## src/rtl/solve_pkg.sv

```systemverilog
// solve_pkg -- items shared by the solve sequencer and its watchdog.
//   state_t      : sequencer phase encoding. It is exported directly on the
//                  phase port, so the values must not change.
//   ESC_BYTE     : received byte that clears a FAULT.
//   DEFAULT_*    : default board limits, FIFO word width and watchdog limit.
//   dim_in_range : 1 <= value <= limit check used on parsed board dimensions.
package solve_pkg;

  typedef enum logic [1:0] {
    ST_RECEIVE  = 2'd0,
    ST_SOLVE    = 2'd1,
    ST_TRANSMIT = 2'd2,
    ST_FAULT    = 2'd3
  } state_t;

  localparam logic [7:0] ESC_BYTE = 8'h1B;

  localparam int DEFAULT_MAX_ROWS       = 11;
  localparam int DEFAULT_MAX_COLS       = 11;
  localparam int DEFAULT_LINE_W         = 16;
  localparam int DEFAULT_TIMEOUT_CYCLES = 50_000_000;

  function automatic logic dim_in_range(input int value, input int limit);
    return (value >= 1) && (value <= limit);
  endfunction

endpackage

```

## src/rtl/phase_watchdog.sv

```systemverilog
// phase_watchdog -- cycle counter that flags a phase which has run too long.
//   clk_50mhz : clock
//   rst       : synchronous active-high reset
//   clear     : zero the count (takes priority over enable)
//   enable    : count this cycle
//   expired   : high while enabled and the count is LIMIT-1. The LIMIT-th
//               enabled cycle after a clear is therefore the last one.
// The count holds at LIMIT-1 rather than wrapping, so expired stays asserted
// until the owner clears it.
module phase_watchdog
  import solve_pkg::*;
#(
  parameter int LIMIT = DEFAULT_TIMEOUT_CYCLES
) (
  input  logic clk_50mhz,
  input  logic rst,
  input  logic clear,
  input  logic enable,
  output logic expired
);

  localparam int CNT_W = (LIMIT > 1) ? $clog2(LIMIT) : 1;
  localparam logic [CNT_W-1:0] LAST = CNT_W'(LIMIT - 1);

  logic [CNT_W-1:0] count;

  always_ff @(posedge clk_50mhz) begin
    if (rst || clear) begin
      count <= '0;
    end else if (enable && (count != LAST)) begin
      count <= count + CNT_W'(1);
    end
  end

  assign expired = enable && (count == LAST);

endmodule

```

## src/rtl/solve_sequencer.sv

```systemverilog
// solve_sequencer -- phase controller for the board solve flow:
// RECEIVE -> SOLVE -> TRANSMIT -> RECEIVE, with FAULT on a bad board or a
// stalled solve. The ESC byte (8'h1B) clears FAULT.
//
// Build option: define SOLVE_WATCHDOG_EN to build the SOLVE watchdog
// (phase_watchdog). If it is not defined, SOLVE exits only on solved.
//
// Ports
//   clk_50mhz, rst         : clock; synchronous active-high reset
//   rx_valid, rx_byte      : received UART byte strobe and data
//   parsed, parse_m/n      : parser board-complete pulse and board dimensions
//   parse_write/line       : parser FIFO write request (routed in RECEIVE)
//   solve_write/line       : solver FIFO put-back request (routed in SOLVE)
//   solved, assembled      : solver-done and assembler-done pulses
//   fifo_wr_en, fifo_din   : muxed FIFO write port (combinational)
//   solver_start/asm_start : one-cycle pulse in the first SOLVE/TRANSMIT cycle
//   m_lat, n_lat           : board dimensions latched on an accepted board
//   phase                  : current state encoding
//   display                : last received byte
//   fault                  : high while in FAULT
//   boards_done            : completed boards, saturating at 255
module solve_sequencer
  import solve_pkg::*;
#(
  parameter int MAX_ROWS       = DEFAULT_MAX_ROWS,
  parameter int MAX_COLS       = DEFAULT_MAX_COLS,
  parameter int LINE_W         = DEFAULT_LINE_W,
  parameter int TIMEOUT_CYCLES = DEFAULT_TIMEOUT_CYCLES,
  localparam int M_W = $clog2(MAX_ROWS + 1),
  localparam int N_W = $clog2(MAX_COLS + 1)
) (
  input  logic              clk_50mhz,
  input  logic              rst,
  input  logic              rx_valid,
  input  logic [7:0]        rx_byte,
  input  logic              parsed,
  input  logic [M_W-1:0]    parse_m,
  input  logic [N_W-1:0]    parse_n,
  input  logic              parse_write,
  input  logic [LINE_W-1:0] parse_line,
  input  logic              solve_write,
  input  logic [LINE_W-1:0] solve_line,
  input  logic              solved,
  input  logic              assembled,
  output logic              fifo_wr_en,
  output logic [LINE_W-1:0] fifo_din,
  output logic              solver_start,
  output logic              asm_start,
  output logic [M_W-1:0]    m_lat,
  output logic [N_W-1:0]    n_lat,
  output logic [1:0]        phase,
  output logic [7:0]        display,
  output logic              fault,
  output logic [7:0]        boards_done
);

  state_t state;
  logic   wd_expired;
  logic   dims_ok;

  assign dims_ok = dim_in_range(int'(parse_m), MAX_ROWS) &&
                   dim_in_range(int'(parse_n), MAX_COLS);

`ifdef SOLVE_WATCHDOG_EN
  logic wd_clear;
  logic wd_enable;

  // The watchdog is held clear outside SOLVE, so it reads 0 in the first
  // SOLVE cycle and reaches TIMEOUT_CYCLES-1 in the last cycle allowed.
  assign wd_clear  = (state != ST_SOLVE);
  assign wd_enable = (state == ST_SOLVE);

  phase_watchdog #(
    .LIMIT(TIMEOUT_CYCLES)
  ) u_phase_watchdog (
    .clk_50mhz(clk_50mhz),
    .rst      (rst),
    .clear    (wd_clear),
    .enable   (wd_enable),
    .expired  (wd_expired)
  );
`else
  // No watchdog in this build. The name below keeps the timeout parameter
  // referenced so the parameter list is the same in both builds.
  localparam int unused_timeout_cycles = TIMEOUT_CYCLES;
  assign wd_expired = 1'b0;
`endif

  // NOTE: state registers use non-blocking assignments, so every branch
  // below sees the pre-edge values of state and boards_done.
  always_ff @(posedge clk_50mhz) begin
    if (rst) begin
      state        <= ST_RECEIVE;
      m_lat        <= '0;
      n_lat        <= '0;
      display      <= '0;
      boards_done  <= '0;
      solver_start <= 1'b0;
      asm_start    <= 1'b0;
      fault        <= 1'b0;
    end else begin
      // The start pulses are set only on the edge that enters their phase.
      solver_start <= 1'b0;
      asm_start    <= 1'b0;

      if (rx_valid) begin
        display <= rx_byte;
      end

      case (state)
        ST_RECEIVE: begin
          if (parsed) begin
            if (dims_ok) begin
              m_lat        <= parse_m;
              n_lat        <= parse_n;
              state        <= ST_SOLVE;
              solver_start <= 1'b1;
            end else begin
              state <= ST_FAULT;
              fault <= 1'b1;
            end
          end
        end

        ST_SOLVE: begin
          // solved is tested first, so it wins over an expiry in the same cycle.
          if (solved) begin
            state     <= ST_TRANSMIT;
            asm_start <= 1'b1;
          end else if (wd_expired) begin
            state <= ST_FAULT;
            fault <= 1'b1;
          end
        end

        ST_TRANSMIT: begin
          if (assembled) begin
            state <= ST_RECEIVE;
            if (boards_done != 8'hFF) begin
              boards_done <= boards_done + 8'd1;
            end
          end
        end

        ST_FAULT: begin
          if (rx_valid && (rx_byte == ESC_BYTE)) begin
            state <= ST_RECEIVE;
            fault <= 1'b0;
          end
        end

        default: begin
          state <= ST_RECEIVE;
          fault <= 1'b0;
        end
      endcase
    end
  end

  assign phase = state;

  // The FIFO write port passes straight through from the phase that owns it.
  // NOTE: both outputs get a default first, so no path through the case
  // leaves them unassigned and no latch is inferred.
  always_comb begin
    fifo_wr_en = 1'b0;
    fifo_din   = '0;
    case (state)
      ST_RECEIVE: begin
        fifo_wr_en = parse_write;
        fifo_din   = parse_line;
      end
      ST_SOLVE: begin
        fifo_wr_en = solve_write;
        fifo_din   = solve_line;
      end
      default: begin
        fifo_wr_en = 1'b0;
        fifo_din   = '0;
      end
    endcase
  end

endmodule

```

## config.mk

```make
export PLATFORM = sky130hd
export DESIGN_NAME = solve_sequencer
export DESIGN_NICKNAME = d
export VERILOG_FILES = /design/src/rtl/solve_pkg.sv /design/src/rtl/phase_watchdog.sv /design/src/rtl/solve_sequencer.sv
export SDC_FILE = /design/constraint.sdc
export NUM_CORES = 1
export LEC_CHECK = 0
export ABC_AREA = 1
export CAP_MARGIN = 40
export CORE_ASPECT_RATIO = 0.7
export CORE_UTILIZATION = 38
export CTS_CLUSTER_SIZE = 20
export DETAILED_ROUTE_END_ITERATION = 12
export HOLD_SLACK_MARGIN = 0.06
export PLACE_DENSITY = 0.89
export SKIP_LAST_GASP = 1
export SYNTH_ARGS = -nofsm -noshare
export SYNTH_HDL_FRONTEND = slang
export SYNTH_HIERARCHICAL = 1
export SYNTH_SLANG_ARGS = --single-unit
```

## constraint.sdc

```tcl
create_clock -name clk_50mhz -period 2.2 [get_ports clk_50mhz]
set_input_delay 0.55 -clock clk_50mhz [delete_from_list [all_inputs] [get_ports clk_50mhz]]
set_output_delay 0.55 -clock clk_50mhz [all_outputs]
set_load 0.05 [all_outputs]
```

==> results.sh <==
export IMPL_synthFlopType="dfxtp_1"
export IMPL_tightestPinTransition_ps=527
export IMPL_dieArea_um2=4160
export IMPL_rsz0062_at_grt="no"
export IMPL_synthXorXnorAreaFrac=0.0177
export IMPL_r2r_start="phase[0]"
export IMPL_multi_input_area_um2=795
export IMPL_cts_setup_buffers=0
export IMPL_status="finished clean"
export IMPL_worstRegToRegCells=6
export IMPL_yosys_area_share_simple=0.290
export IMPL_dr_pass1_iters=4
export IMPL_cp_required_ps=1650
export IMPL_synthAdderAreaFrac=0.00843
export IMPL_vias_per_cell=4.95
export IMPL_final_common_cell="clkdlybuf4s50_1"
export IMPL_finalMaxSlewViolations=0
export IMPL_worst_path_buf_inv=1
export IMPL_grt_ovfl_total=0
export IMPL_worst_path_max_delay_cell="clkdlybuf4s50_1"
export IMPL_ir_worst_vdd_v=0.000601
export IMPL_seq_area_um2=582
export IMPL_powerDensity_nw_per_um2=792
export IMPL_worstSetupEndpointType="primary output"
export IMPL_fin_nets=366
export IMPL_worst_hold_path_endpoint="display[0]"
export IMPL_die_width_um=76.7
export IMPL_period_share=0.950
export IMPL_layout_drive_gt1_share=0.142
export IMPL_start_util=0.409
export IMPL_setup_viol=0
export IMPL_synth_top_area_frac=0.391
export IMPL_ys_seq_area_frac=0.391
export IMPL_fin_skew_ps=3.71
export IMPL_layout_common_cells="clkdlybuf4s50_1 (82), nor2_1 (43), nand2_1 (33), dfxtp_1 (28), o21ai_0 (19)"
export IMPL_insertion_delay_ps=280
export IMPL_mappedNetlistNets=259
export IMPL_fin_setup_tns_ps=0
export IMPL_crit_path_start_kind="register"
export IMPL_reg2reg_slack_ps=670
export IMPL_synth_distinct_cells=28
export IMPL_async_flop_share=0
export IMPL_synth_compound_area_share=0.219
export IMPL_slew_headroom=0.648
export IMPL_fmax_mhz=478
export IMPL_netlist_instances=202
export IMPL_synth_warnings=6
export IMPL_hold_viol=0
export IMPL_maxCapViolCount=0
export IMPL_gp_congestion=0.811
export IMPL_ioPinCount=102
export IMPL_crit_type="register to primary output"
export IMPL_die_y_um=54.3
export IMPL_synth_edf_count=0
export IMPL_hold_slack_ps=518
export IMPL_vias=1783
export IMPL_syn_area_per_cell_um2=7.35
export IMPL_slowest_delay_ps=840
export IMPL_rr_endpoint="m_lat[2]"
export IMPL_p_total_w=0.00223
export IMPL_critPathArrivalTime_ps=1540
export IMPL_dp_hpwl_mm=3.89
export IMPL_synth_top_family_by_area="simple AND/OR/NAND/NOR gates"
export IMPL_synthMuxAreaShare=0
export IMPL_min_from="display[0]"
export IMPL_grt_pass1_vias=1637
export IMPL_timing_critical_path_fanout_max=5
export IMPL_hold_depth=2
export IMPL_track_usage=0.246
export IMPL_n_fill_cell=255
export IMPL_ant_nets=0
export IMPL_crit_chain="clkdlybuf4s50_1"
export IMPL_synth_seq_cells=29
export IMPL_cts_tree="done"
export IMPL_hold_buffers=0
export IMPL_clock_sinks=29
export IMPL_drtIter0Drc=78
export IMPL_fp_row_count=18
export IMPL_period_minus_slack_ps=2090
export IMPL_area_growth_pct=89.9
export IMPL_core_area_um2=3630
export IMPL_portBuffers=101
export IMPL_drc=0
export IMPL_min_path_type="register to register"
export IMPL_synthTopCellsByArea="dfxtp_1 (39%), nor2_1 (11%), a22o_1 (10%), nand2_1 (8.3%), o21ai_0 (6.4%)"
export IMPL_antenna_cells=0
export IMPL_leakagePower_nw=1.17
export IMPL_synth_cell_area_um2=1480
export IMPL_cts_root_buf="clkbuf_8"
export IMPL_crit_family="buffers and inverters"
export IMPL_cts_max_level=2
export IMPL_wl_per_cell_um=13.9
export IMPL_clkTransAtPathRegs_ps=60
export IMPL_grt_pass1_wl_mm=7.71
export IMPL_drt_total_wl_mm=5.00
export IMPL_synth_top_cell_by_area="dfxtp_1"
export IMPL_clock_path_buffers=2
export IMPL_post_cts_resized=0
export IMPL_antenna_found_initial=0
export IMPL_grt_max_degree=20
export IMPL_numCtsBuffers=5
tightest hold or removal path, cell delays in order, from the launching register on:
cell     delay, ps
dfxtp_1        310
nand2_1         80
a21oi_1         70
cell type report:
type                            count  area share
Clock buffer                        8      0.0284
Tap cell                           50      0.0222
Timing Repair Buffer              106       0.435
Multi-Input combinational cell    149       0.282
Sequential cell                    29       0.206
Inverter                           18      0.0258
flip-flops by register name, indices dropped and copies added (netlist names):
register and cells:
boards_done 8, phase 2, display 8, n_lat 4
m_lat 4, fault 1, asm_start 1, solver_start 1
metal layers:
metal  vias to the layer above  track usage  wire length (µm)
li1                        885            -                 -
met1                       846        0.308              2200
met2                        48        0.435              2590
met3                         4       0.0567               185
met4                         0       0.0673                25
met5                         -            0                 0
worst max path at each step:
| stage | startpoint | end | slack (ps) | cells after the start |
|---|---|---|---|---|
| after CTS | boards_done[4] | boards_done[4] | 110 | 1 |
| after floorplan | phase[1] | fifo_din[0] | 110 | 4 |
| final | boards_done[4] | boards_done[4] | 110 | 1 |
| after global routing | boards_done[4] | boards_done[4] | 60 | 1 |
| after global placement | parse_line[10] | fifo_din[10] | 280 | 3 |
| after detailed placement | parse_line[4] | fifo_din[4] | 250 | 3 |
cell usage after synthesis (all sizes together) (2+ instances only):
library cell / n
nor2: 48
nand2: 36
dfxtp: 29
o21ai: 22
inv: 18
a22o: 17
a21oi: 11
nand3: 6
buf: 4
clkbuf: 2
nor3: 2
xor2: 2
kinds of logic (layout without fill, tap and decap cells):
group | count (synthesis) | after routing
AND/OR/NAND/NOR | 95 | 95
AO/OA/AOI/OAI | 50 | 50
XOR/XNOR | 3 | 3
flip-flops | 29 | 29
buffers and inverters | 24 | 132
adder cells (fa/ha/maj) | 1 | 1
through the flow:
stage | setup slack (ps) | utilization | instance area, µm² | cells
floorplan | 108 | - | 1490 | 202
global placement | 276 | 0.755 | 2740 | 352
detailed placement | 245 | 0.755 | 2740 | 352
CTS | 105 | 0.777 | 2820 | 360
global route | 61.1 | 0.777 | 2820 | 360
finish | 109 | 0.777 | 2820 | 360
power by group:
part / internal [W] / total (W) / switching (W) / leakage [nW]
combinational: 0.000535 / 0.00122 / 0.000682 / 0.895
clock: 0.000224 / 0.000413 / 0.000189 / 0.0395
sequential: 0.000569 / 0.000601 / 0.0000326 / 0.238
Note: power is estimated with default switching activity, not from simulation.
